`config.mk`:
```
export PLATFORM = sky130hd
export DESIGN_NAME = dummy_stream_tester_flat
export DESIGN_NICKNAME = d
export VERILOG_FILES = /design/src/rtl/dummy_stream_tester_if.sv /design/src/rtl/dummy_stream_tester.sv /design/src/flat_wrapper.sv
export SDC_FILE = /design/constraint.sdc
export NUM_CORES = 1
export LEC_CHECK = 0
export ABC_CLOCK_PERIOD_IN_PS = 3100
export BUFFER_PORTS_ARGS = -buffer_cell sky130_fd_sc_hd__buf_4
export CORE_UTILIZATION = 57
export CTS_CLUSTER_SIZE = 28
export DETAILED_ROUTE_END_ITERATION = 6
export HOLD_SLACK_MARGIN = 0.15
export PLACE_DENSITY = 0.83
export SYNTH_ARGS = -nofsm -noshare
export SYNTH_HDL_FRONTEND = slang
export SYNTH_SLANG_ARGS = --single-unit
```
`constraint.sdc`:
```
create_clock -name clk -period 3.1 [get_ports clk]
set_input_delay 0.62 -clock clk [delete_from_list [all_inputs] [get_ports clk]]
set_output_delay 0.62 -clock clk [all_outputs]
set_load 0.02 [all_outputs]
```
`src/rtl/dummy_stream_tester_if.sv`:
```
// AXI-Stream bundle used on both sides of the stream tester.
interface dummy_stream_tester_if #(
  parameter int unsigned DATA_WIDTH = 32
);
  logic [DATA_WIDTH-1:0]   tdata;
  logic [DATA_WIDTH/8-1:0] tkeep;
  logic                    tvalid;
  logic                    tlast;
  logic                    tready;

  modport master (output tdata, output tkeep, output tvalid, output tlast, input tready);
  modport slave  (input tdata, input tkeep, input tvalid, input tlast, output tready);
endinterface

```
`src/rtl/dummy_stream_tester.sv`:
```
// Self-checking AXI-Stream endpoint: sends one incrementing packet per start and checks it back.
// Optional LFSR valid/ready throttling is enabled by defining STREAM_TESTER_THROTTLE_EN.
module dummy_stream_tester #(
  parameter int unsigned DATA_WIDTH = 32,
  parameter int unsigned LEN_WIDTH  = 10
) (
  input  logic                  clk,
  input  logic                  reset,
  input  logic                  start,
  input  logic [LEN_WIDTH-1:0]  pkt_len,
  input  logic [DATA_WIDTH-1:0] seed,
  output logic                  busy,
  output logic                  done,
  output logic [15:0]           err_cnt,
  dummy_stream_tester_if.master m_axi,
  dummy_stream_tester_if.slave  s_axi
);

  localparam int unsigned KeepWidth = DATA_WIDTH / 8;
  localparam logic [KeepWidth-1:0]  KeepAll = '1;
  localparam logic [LEN_WIDTH-1:0]  LenOne  = LEN_WIDTH'(1);
  localparam logic [DATA_WIDTH-1:0] DataOne = DATA_WIDTH'(1);

  localparam logic [0:0] TX_IDLE  = 1'b0;
  localparam logic [0:0] TX_SEND  = 1'b1;
  localparam logic [0:0] RX_IDLE  = 1'b0;
  localparam logic [0:0] RX_CHECK = 1'b1;

  logic                  tx_gate;
  logic                  rx_ready;

  logic [0:0]            tx_state_q, tx_state_d;
  logic [LEN_WIDTH-1:0]  tx_idx_q, tx_idx_d;
  logic [LEN_WIDTH-1:0]  tx_len_q, tx_len_d;
  logic [DATA_WIDTH-1:0] tx_data_q, tx_data_d;
  logic [KeepWidth-1:0]  tx_keep_q, tx_keep_d;
  logic                  tx_valid_q, tx_valid_d;
  logic                  tx_last_q, tx_last_d;

  logic [0:0]            rx_state_q, rx_state_d;
  logic [LEN_WIDTH-1:0]  rx_idx_q, rx_idx_d;
  logic [LEN_WIDTH-1:0]  rx_len_q, rx_len_d;
  logic [DATA_WIDTH-1:0] rx_exp_q, rx_exp_d;
  logic [15:0]           err_q, err_d;
  logic                  done_q, done_d;

  logic start_acc;
  logic tx_hs;
  logic rx_hs;
  logic rx_last_exp;
  logic beat_err;

`ifdef STREAM_TESTER_THROTTLE_EN
  logic [7:0] lfsr_q;

  // x^8+x^6+x^5+x^4+1, shifting toward the MSB
  always_ff @(posedge clk) begin
    if (!reset) begin
      lfsr_q <= 8'hA5;
    end else begin
      lfsr_q <= {lfsr_q[6:0], lfsr_q[7] ^ lfsr_q[5] ^ lfsr_q[4] ^ lfsr_q[3]};
    end
  end

  assign tx_gate  = lfsr_q[0];
  assign rx_ready = lfsr_q[1];
`else
  assign tx_gate  = 1'b1;
  assign rx_ready = 1'b1;
`endif

  // Both sides must be idle, and the done cycle itself never accepts a new start.
  assign start_acc = start && (tx_state_q == TX_IDLE) && (rx_state_q == RX_IDLE) &&
                     !done_q && (pkt_len != '0);
  assign tx_hs     = tx_valid_q && m_axi.tready;
  assign rx_hs     = s_axi.tvalid && rx_ready;

  always_comb begin
    tx_state_d = tx_state_q;
    tx_idx_d   = tx_idx_q;
    tx_len_d   = tx_len_q;
    tx_data_d  = tx_data_q;
    tx_keep_d  = tx_keep_q;
    tx_valid_d = tx_valid_q;
    tx_last_d  = tx_last_q;
    case (tx_state_q)
      TX_IDLE: begin
        if (start_acc) begin
          tx_state_d = TX_SEND;
          tx_idx_d   = '0;
          tx_len_d   = pkt_len;
          tx_data_d  = seed;
          tx_keep_d  = KeepAll;
          tx_last_d  = (pkt_len == LenOne);
          tx_valid_d = tx_gate;
        end
      end
      TX_SEND: begin
        if (tx_hs) begin
          if (tx_last_q) begin
            tx_state_d = TX_IDLE;
            tx_valid_d = 1'b0;
          end else begin
            tx_idx_d   = tx_idx_q + LenOne;
            tx_data_d  = tx_data_q + DataOne;
            tx_last_d  = ((tx_idx_q + LenOne) == (tx_len_q - LenOne));
            tx_valid_d = tx_gate;
          end
        end else if (!tx_valid_q) begin
          tx_valid_d = tx_gate;
        end
      end
      default: tx_state_d = TX_IDLE;
    endcase
  end

  assign rx_last_exp = (rx_idx_q == (rx_len_q - LenOne));

  // Any field mismatch is one error; every beat outside a check window is stray.
  always_comb begin
    if (rx_state_q == RX_CHECK) begin
      beat_err = (s_axi.tdata != rx_exp_q) || (s_axi.tkeep != KeepAll) ||
                 (s_axi.tlast != rx_last_exp);
    end else begin
      beat_err = 1'b1;
    end
  end

  always_comb begin
    rx_state_d = rx_state_q;
    rx_idx_d   = rx_idx_q;
    rx_len_d   = rx_len_q;
    rx_exp_d   = rx_exp_q;
    done_d     = 1'b0;
    case (rx_state_q)
      RX_IDLE: begin
        if (start_acc) begin
          rx_state_d = RX_CHECK;
          rx_idx_d   = '0;
          rx_len_d   = pkt_len;
          rx_exp_d   = seed;
        end
      end
      RX_CHECK: begin
        if (rx_hs) begin
          if (rx_last_exp) begin
            rx_state_d = RX_IDLE;
            done_d     = 1'b1;
          end else begin
            rx_idx_d = rx_idx_q + LenOne;
            rx_exp_d = rx_exp_q + DataOne;
          end
        end
      end
      default: rx_state_d = RX_IDLE;
    endcase
  end

  always_comb begin
    err_d = err_q;
    if (start_acc) begin
      err_d = rx_hs ? 16'd1 : 16'd0;
    end else if (rx_hs && beat_err && (err_q != 16'hFFFF)) begin
      err_d = err_q + 16'd1;
    end
  end

  always_ff @(posedge clk) begin
    if (!reset) begin
      tx_state_q <= TX_IDLE;
      tx_idx_q   <= '0;
      tx_len_q   <= '0;
      tx_data_q  <= '0;
      tx_keep_q  <= '0;
      tx_valid_q <= 1'b0;
      tx_last_q  <= 1'b0;
      rx_state_q <= RX_IDLE;
      rx_idx_q   <= '0;
      rx_len_q   <= '0;
      rx_exp_q   <= '0;
      err_q      <= '0;
      done_q     <= 1'b0;
    end else begin
      tx_state_q <= tx_state_d;
      tx_idx_q   <= tx_idx_d;
      tx_len_q   <= tx_len_d;
      tx_data_q  <= tx_data_d;
      tx_keep_q  <= tx_keep_d;
      tx_valid_q <= tx_valid_d;
      tx_last_q  <= tx_last_d;
      rx_state_q <= rx_state_d;
      rx_idx_q   <= rx_idx_d;
      rx_len_q   <= rx_len_d;
      rx_exp_q   <= rx_exp_d;
      err_q      <= err_d;
      done_q     <= done_d;
    end
  end

  assign m_axi.tdata  = tx_data_q;
  assign m_axi.tkeep  = tx_keep_q;
  assign m_axi.tvalid = tx_valid_q;
  assign m_axi.tlast  = tx_last_q;
  assign s_axi.tready = rx_ready;

  assign busy    = (rx_state_q == RX_CHECK);
  assign done    = done_q;
  assign err_cnt = err_q;

endmodule

```
`src/flat_wrapper.sv`:
```
// flat-port wrapper written by rule: the top's interface ports become plain ports
module dummy_stream_tester_flat 
#(
  parameter int unsigned DATA_WIDTH = 32,
  parameter int unsigned LEN_WIDTH  = 10
)
  (clk, reset, start, pkt_len, seed, busy, done, err_cnt, m_axi_tdata, m_axi_tkeep, m_axi_tvalid, m_axi_tlast, m_axi_tready, s_axi_tdata, s_axi_tkeep, s_axi_tvalid, s_axi_tlast, s_axi_tready);
  dummy_stream_tester_if #(.DATA_WIDTH(DATA_WIDTH)) m_axi_i ();
  dummy_stream_tester_if #(.DATA_WIDTH(DATA_WIDTH)) s_axi_i ();
  input  logic clk;
  input  logic reset;
  input  logic start;
  input  logic [LEN_WIDTH-1:0] pkt_len;
  input  logic [DATA_WIDTH-1:0] seed;
  output logic busy;
  output logic done;
  output logic [15:0] err_cnt;
  output wire logic [$bits(m_axi_i.tdata)-1:0] m_axi_tdata;
  output wire logic [$bits(m_axi_i.tkeep)-1:0] m_axi_tkeep;
  output wire logic [$bits(m_axi_i.tvalid)-1:0] m_axi_tvalid;
  output wire logic [$bits(m_axi_i.tlast)-1:0] m_axi_tlast;
  input wire logic [$bits(m_axi_i.tready)-1:0] m_axi_tready;
  input wire logic [$bits(s_axi_i.tdata)-1:0] s_axi_tdata;
  input wire logic [$bits(s_axi_i.tkeep)-1:0] s_axi_tkeep;
  input wire logic [$bits(s_axi_i.tvalid)-1:0] s_axi_tvalid;
  input wire logic [$bits(s_axi_i.tlast)-1:0] s_axi_tlast;
  output wire logic [$bits(s_axi_i.tready)-1:0] s_axi_tready;
  assign m_axi_tdata = m_axi_i.tdata;
  assign m_axi_tkeep = m_axi_i.tkeep;
  assign m_axi_tvalid = m_axi_i.tvalid;
  assign m_axi_tlast = m_axi_i.tlast;
  assign m_axi_i.tready = m_axi_tready;
  assign s_axi_i.tdata = s_axi_tdata;
  assign s_axi_i.tkeep = s_axi_tkeep;
  assign s_axi_i.tvalid = s_axi_tvalid;
  assign s_axi_i.tlast = s_axi_tlast;
  assign s_axi_tready = s_axi_i.tready;
  dummy_stream_tester #(.DATA_WIDTH(DATA_WIDTH), .LEN_WIDTH(LEN_WIDTH)) u_core (.clk(clk), .reset(reset), .start(start), .pkt_len(pkt_len), .seed(seed), .busy(busy), .done(done), .err_cnt(err_cnt), .m_axi(m_axi_i), .s_axi(s_axi_i));
endmodule
```
==> metrics.md <==
| Metric | Value |
|---|---|
| MaxCap Viol Count | `0` |
| Nets | `1229` |
| Crit. End Element | `register` |
| Slew @ Worst Pin | `0.834 ns` |
| Setup ws final | `0.151 ns` |
| Post-synthesis cell area | `0.00765 mm^2` |
| Fin crit share | `95.1%` |
| Post-DP HPWL | `15700 um` |
| Clk sink count | `126` |
| Pin count of the biggest net entering global routing | `80` |
| DR pass1 iterations | `6` |
| Fin area | `0.00952 mm^2` |
| Tightest hold margin | `0.466 ns` |
| Startpoint Class | `register` |
| Root Buffer | `clkbuf_16` |
| Core box area | `0.0129 mm^2` |
| Commonest non-fill, non-tap cell in the layout | `buf_4` |
| Pre-CTS setup slack | `0.0527 ns` |
| Critical Path Fanout Max | `16` |
| Via count | `8099` |
| I/O Buffers | `139` |
| CTS Buffer Depth | `2` |
| DIE WIDTH | `118 um` |
| Post-Route Utilization | `73.9%` |
| Post-route setup TNS | `0 ns` |
| Data required, critical path | `3.43 ns` |
| Hold Path Class | `reg -> reg` |
| Gate Count Post-Synth | `1027` |
| Rows | `41` |
| GRT overflow | `0` |
| Top_reg_cell synth | `dfxtp_1` |
| EDFF count, synth | `0` |
| CP max stage delay | `0.62 ns` |
| Die height | `118 um` |
| Relative slew slack | `44.4%` |
| Final setup vio count | `0` |
| Post-detailed-route wirelength per cell | `17.3 um` |
| Worst-path cell chain | `inv_1, ha_1, nor4_1, a31oi_1, o311ai_2, a311oi_1, nor3b_4, a31oi_1, a41o_1` |
| #FFs+latches synth | `126` |
| Hold Vio Cnt, Final | `0` |
| Vias per inst | `6.12` |
| First-pass GRT wire length | `36200 um` |
| Syn-to-layout area delta | `24.4%` |
| Initial Utilization | `59.4%` |
| N_diodes | `0` |
| Die footprint | `0.0139 mm^2` |
| Pins Over Slew Limit | `0` |
| Syn Area/Cell | `7.45 um^2` |
| Post-synthesis sequential area ratio | `33.0%` |
| Routed Wire Length | `22900 um` |
| # DRC | `0` |
| CP arrival | `3.28 ns` |
| Mapped Nets | `1118` |
| Unrepaired setup endpoints after global routing | `false` |
| Post-DP Area | `0.00880 mm^2` |
| Clk_lat worst skew | `0.43 ns` |
| DRT antenna net count | `0` |
| PwrDens | `564 mW/mm^2` |
| Global Route Usage Sum | `32.6%` |
| Most frequent cells in the layout | `buf_4, nand2_1, dfxtp_1` |
| Clk slew on worst S/H paths | `0.06 ns` |
| Clock Skews | `0.00655 ns` |
| Yosys cell types | `63` |
| Clock buffer count from CTS | `17` |
| CTS tree | `done` |
| Initial antenna violation count | `0` |
| Buf/Inv on CP | `1` |
| Post-route minimum period | `2.95 ns` |
| Static leakage | `0.00359 uW` |
| Peak VDD IR | `0.000477 V` |
| Share of cells above drive strength 1 | `19.4%` |
| YS warnings | `0` |
| Max frequency | `0.339 GHz` |
| Drt initial violations | `744` |
| H-tree Lvls | `4` |
| GP Congestion | `0.907` |
| CP Class | `reg -> reg` |
| Asr flop ratio synth | `0%` |
| Status | `complete, no violations` |
| Vias in the first global route | `7255` |
| I/O Pins | `141` |
| Slowest CP cell | `nor3b_4` |
| Critical path's top delay family | `compound AO/OA/AOI/OAI gates` |
| CP dominant cell by count | `a31oi_1` |
[synthesized netlist by cell type, types with 15 or more instances]
master,n,share of area [%]
nor3_1,21,1.4
clkbuf_1,56,2.7
nand4_1,30,2.5
o22ai_1,16,1.3
a31oi_1,17,1.4
nand2_1,148,7.3
or3_1,16,1.3
nor4_1,15,1.2
inv_1,22,1.1
a21oi_1,108,7.1
dfxtp_1,126,33
nand3_1,44,2.9
nor2_1,86,4.2
and3_1,16,1.3
xnor2_1,66,7.6
o21ai_0,51,3.3
mux2i_1,18,2.4
a211oi_1,18,1.8
o32ai_1,16,1.8
[metal layers]
layer  part of all wire, %  up-vias  track usage [%]
met1                    41     3750             39.8
met5                     0        -                0
li1                      -     3943                -
met2                    48      335             52.8
met3                   6.9       71             6.73
met4                   4.6        0             19.2
[flip-flops by register name, summed over array words and instances (netlist names), 10 cells and up]
register,count
u_core.rx_exp_q,32
u_core.rx_idx_q,10
u_core.tx_len_q,10
u_core.rx_len_q,10
u_core.m_axi.tdata,32
u_core.err_cnt,16
u_core.tx_idx_q,10
[logic make-up (layout without fill, tap and decap cells)]
family | Yosys count | in the layout | share of synthesized area (%)
and+or+nand+nor | 436 | 436 | 28.0
AOI/OAI and AO/OA | 273 | 273 | 22.0
buffers and inverters | 92 | 216 | 4.91
other | 1 | 1 | 0.0490
muxes | 21 | 21 | 2.80
adders and majority gates | 7 | 7 | 1.14
DFF | 126 | 126 | 33.0
xor gates and xnor gates | 71 | 71 | 8.13
[per-stage QoR]
step                      total power (uW)  instances
final                                 5370       1323
after global routing                  5560       1323
after CTS                             5350       1321
after detailed placement              2990       1289
after global placement                2970       1289
after floorplan                       2620       1027
[power breakdown]
part           internal [uW]  switching, uW  leakage (uW)
sequential              1740            156       0.00103
combinational            479            620       0.00223
clock                   1630            749      0.000333
total                   3840           1530       0.00359
[path summary, 6_finish.rpt]
check | endpoint | cells past startpoint | slack (ns) | from
worst max register to register | u_core.err_cnt[9] | 9 | 0.15 | u_core.rx_len_q[0]
worst min-delay path | u_core.tx_idx_q[9] | 2 | 0.47 | u_core.tx_idx_q[9]
worst min register to register | u_core.tx_idx_q[9] | 2 | 0.47 | u_core.tx_idx_q[9]
worst max-delay path | u_core.err_cnt[9] | 9 | 0.15 | u_core.rx_len_q[0]
[worst reg2reg max path, cell delays in order (launching register included)]
cell and delay [ns]:
dfxtp_1 0.40, inv_1 0.06, ha_1 0.30, nor4_1 0.31, a31oi_1 0.10, o311ai_2 0.39
a311oi_1 0.24, nor3b_4 0.62, a31oi_1 0.18, a41o_1 0.24
[repair_timing]
action,4_1_cts,5_1_grt
buffers inserted,0,2
hold buffers,0,0
endpoints found under the setup margin,0,13
resized for setup,0,2
[area by class of cell]
| type | instances | area (um^2) |
|---|---|---|
| Inverter | 22 | 82.6 |
| Clock inverter | 11 | 235 |
| Multi-Input combinational cell | 809 | 4770 |
| Clock buffer | 21 | 460 |
| Timing Repair Buffer | 162 | 1230 |
| Sequential cell | 126 | 2530 |
| Tap cell | 172 | 215 |
| Fill cell | 1031 | 3360 |
(Power assumes the default switching activity.)
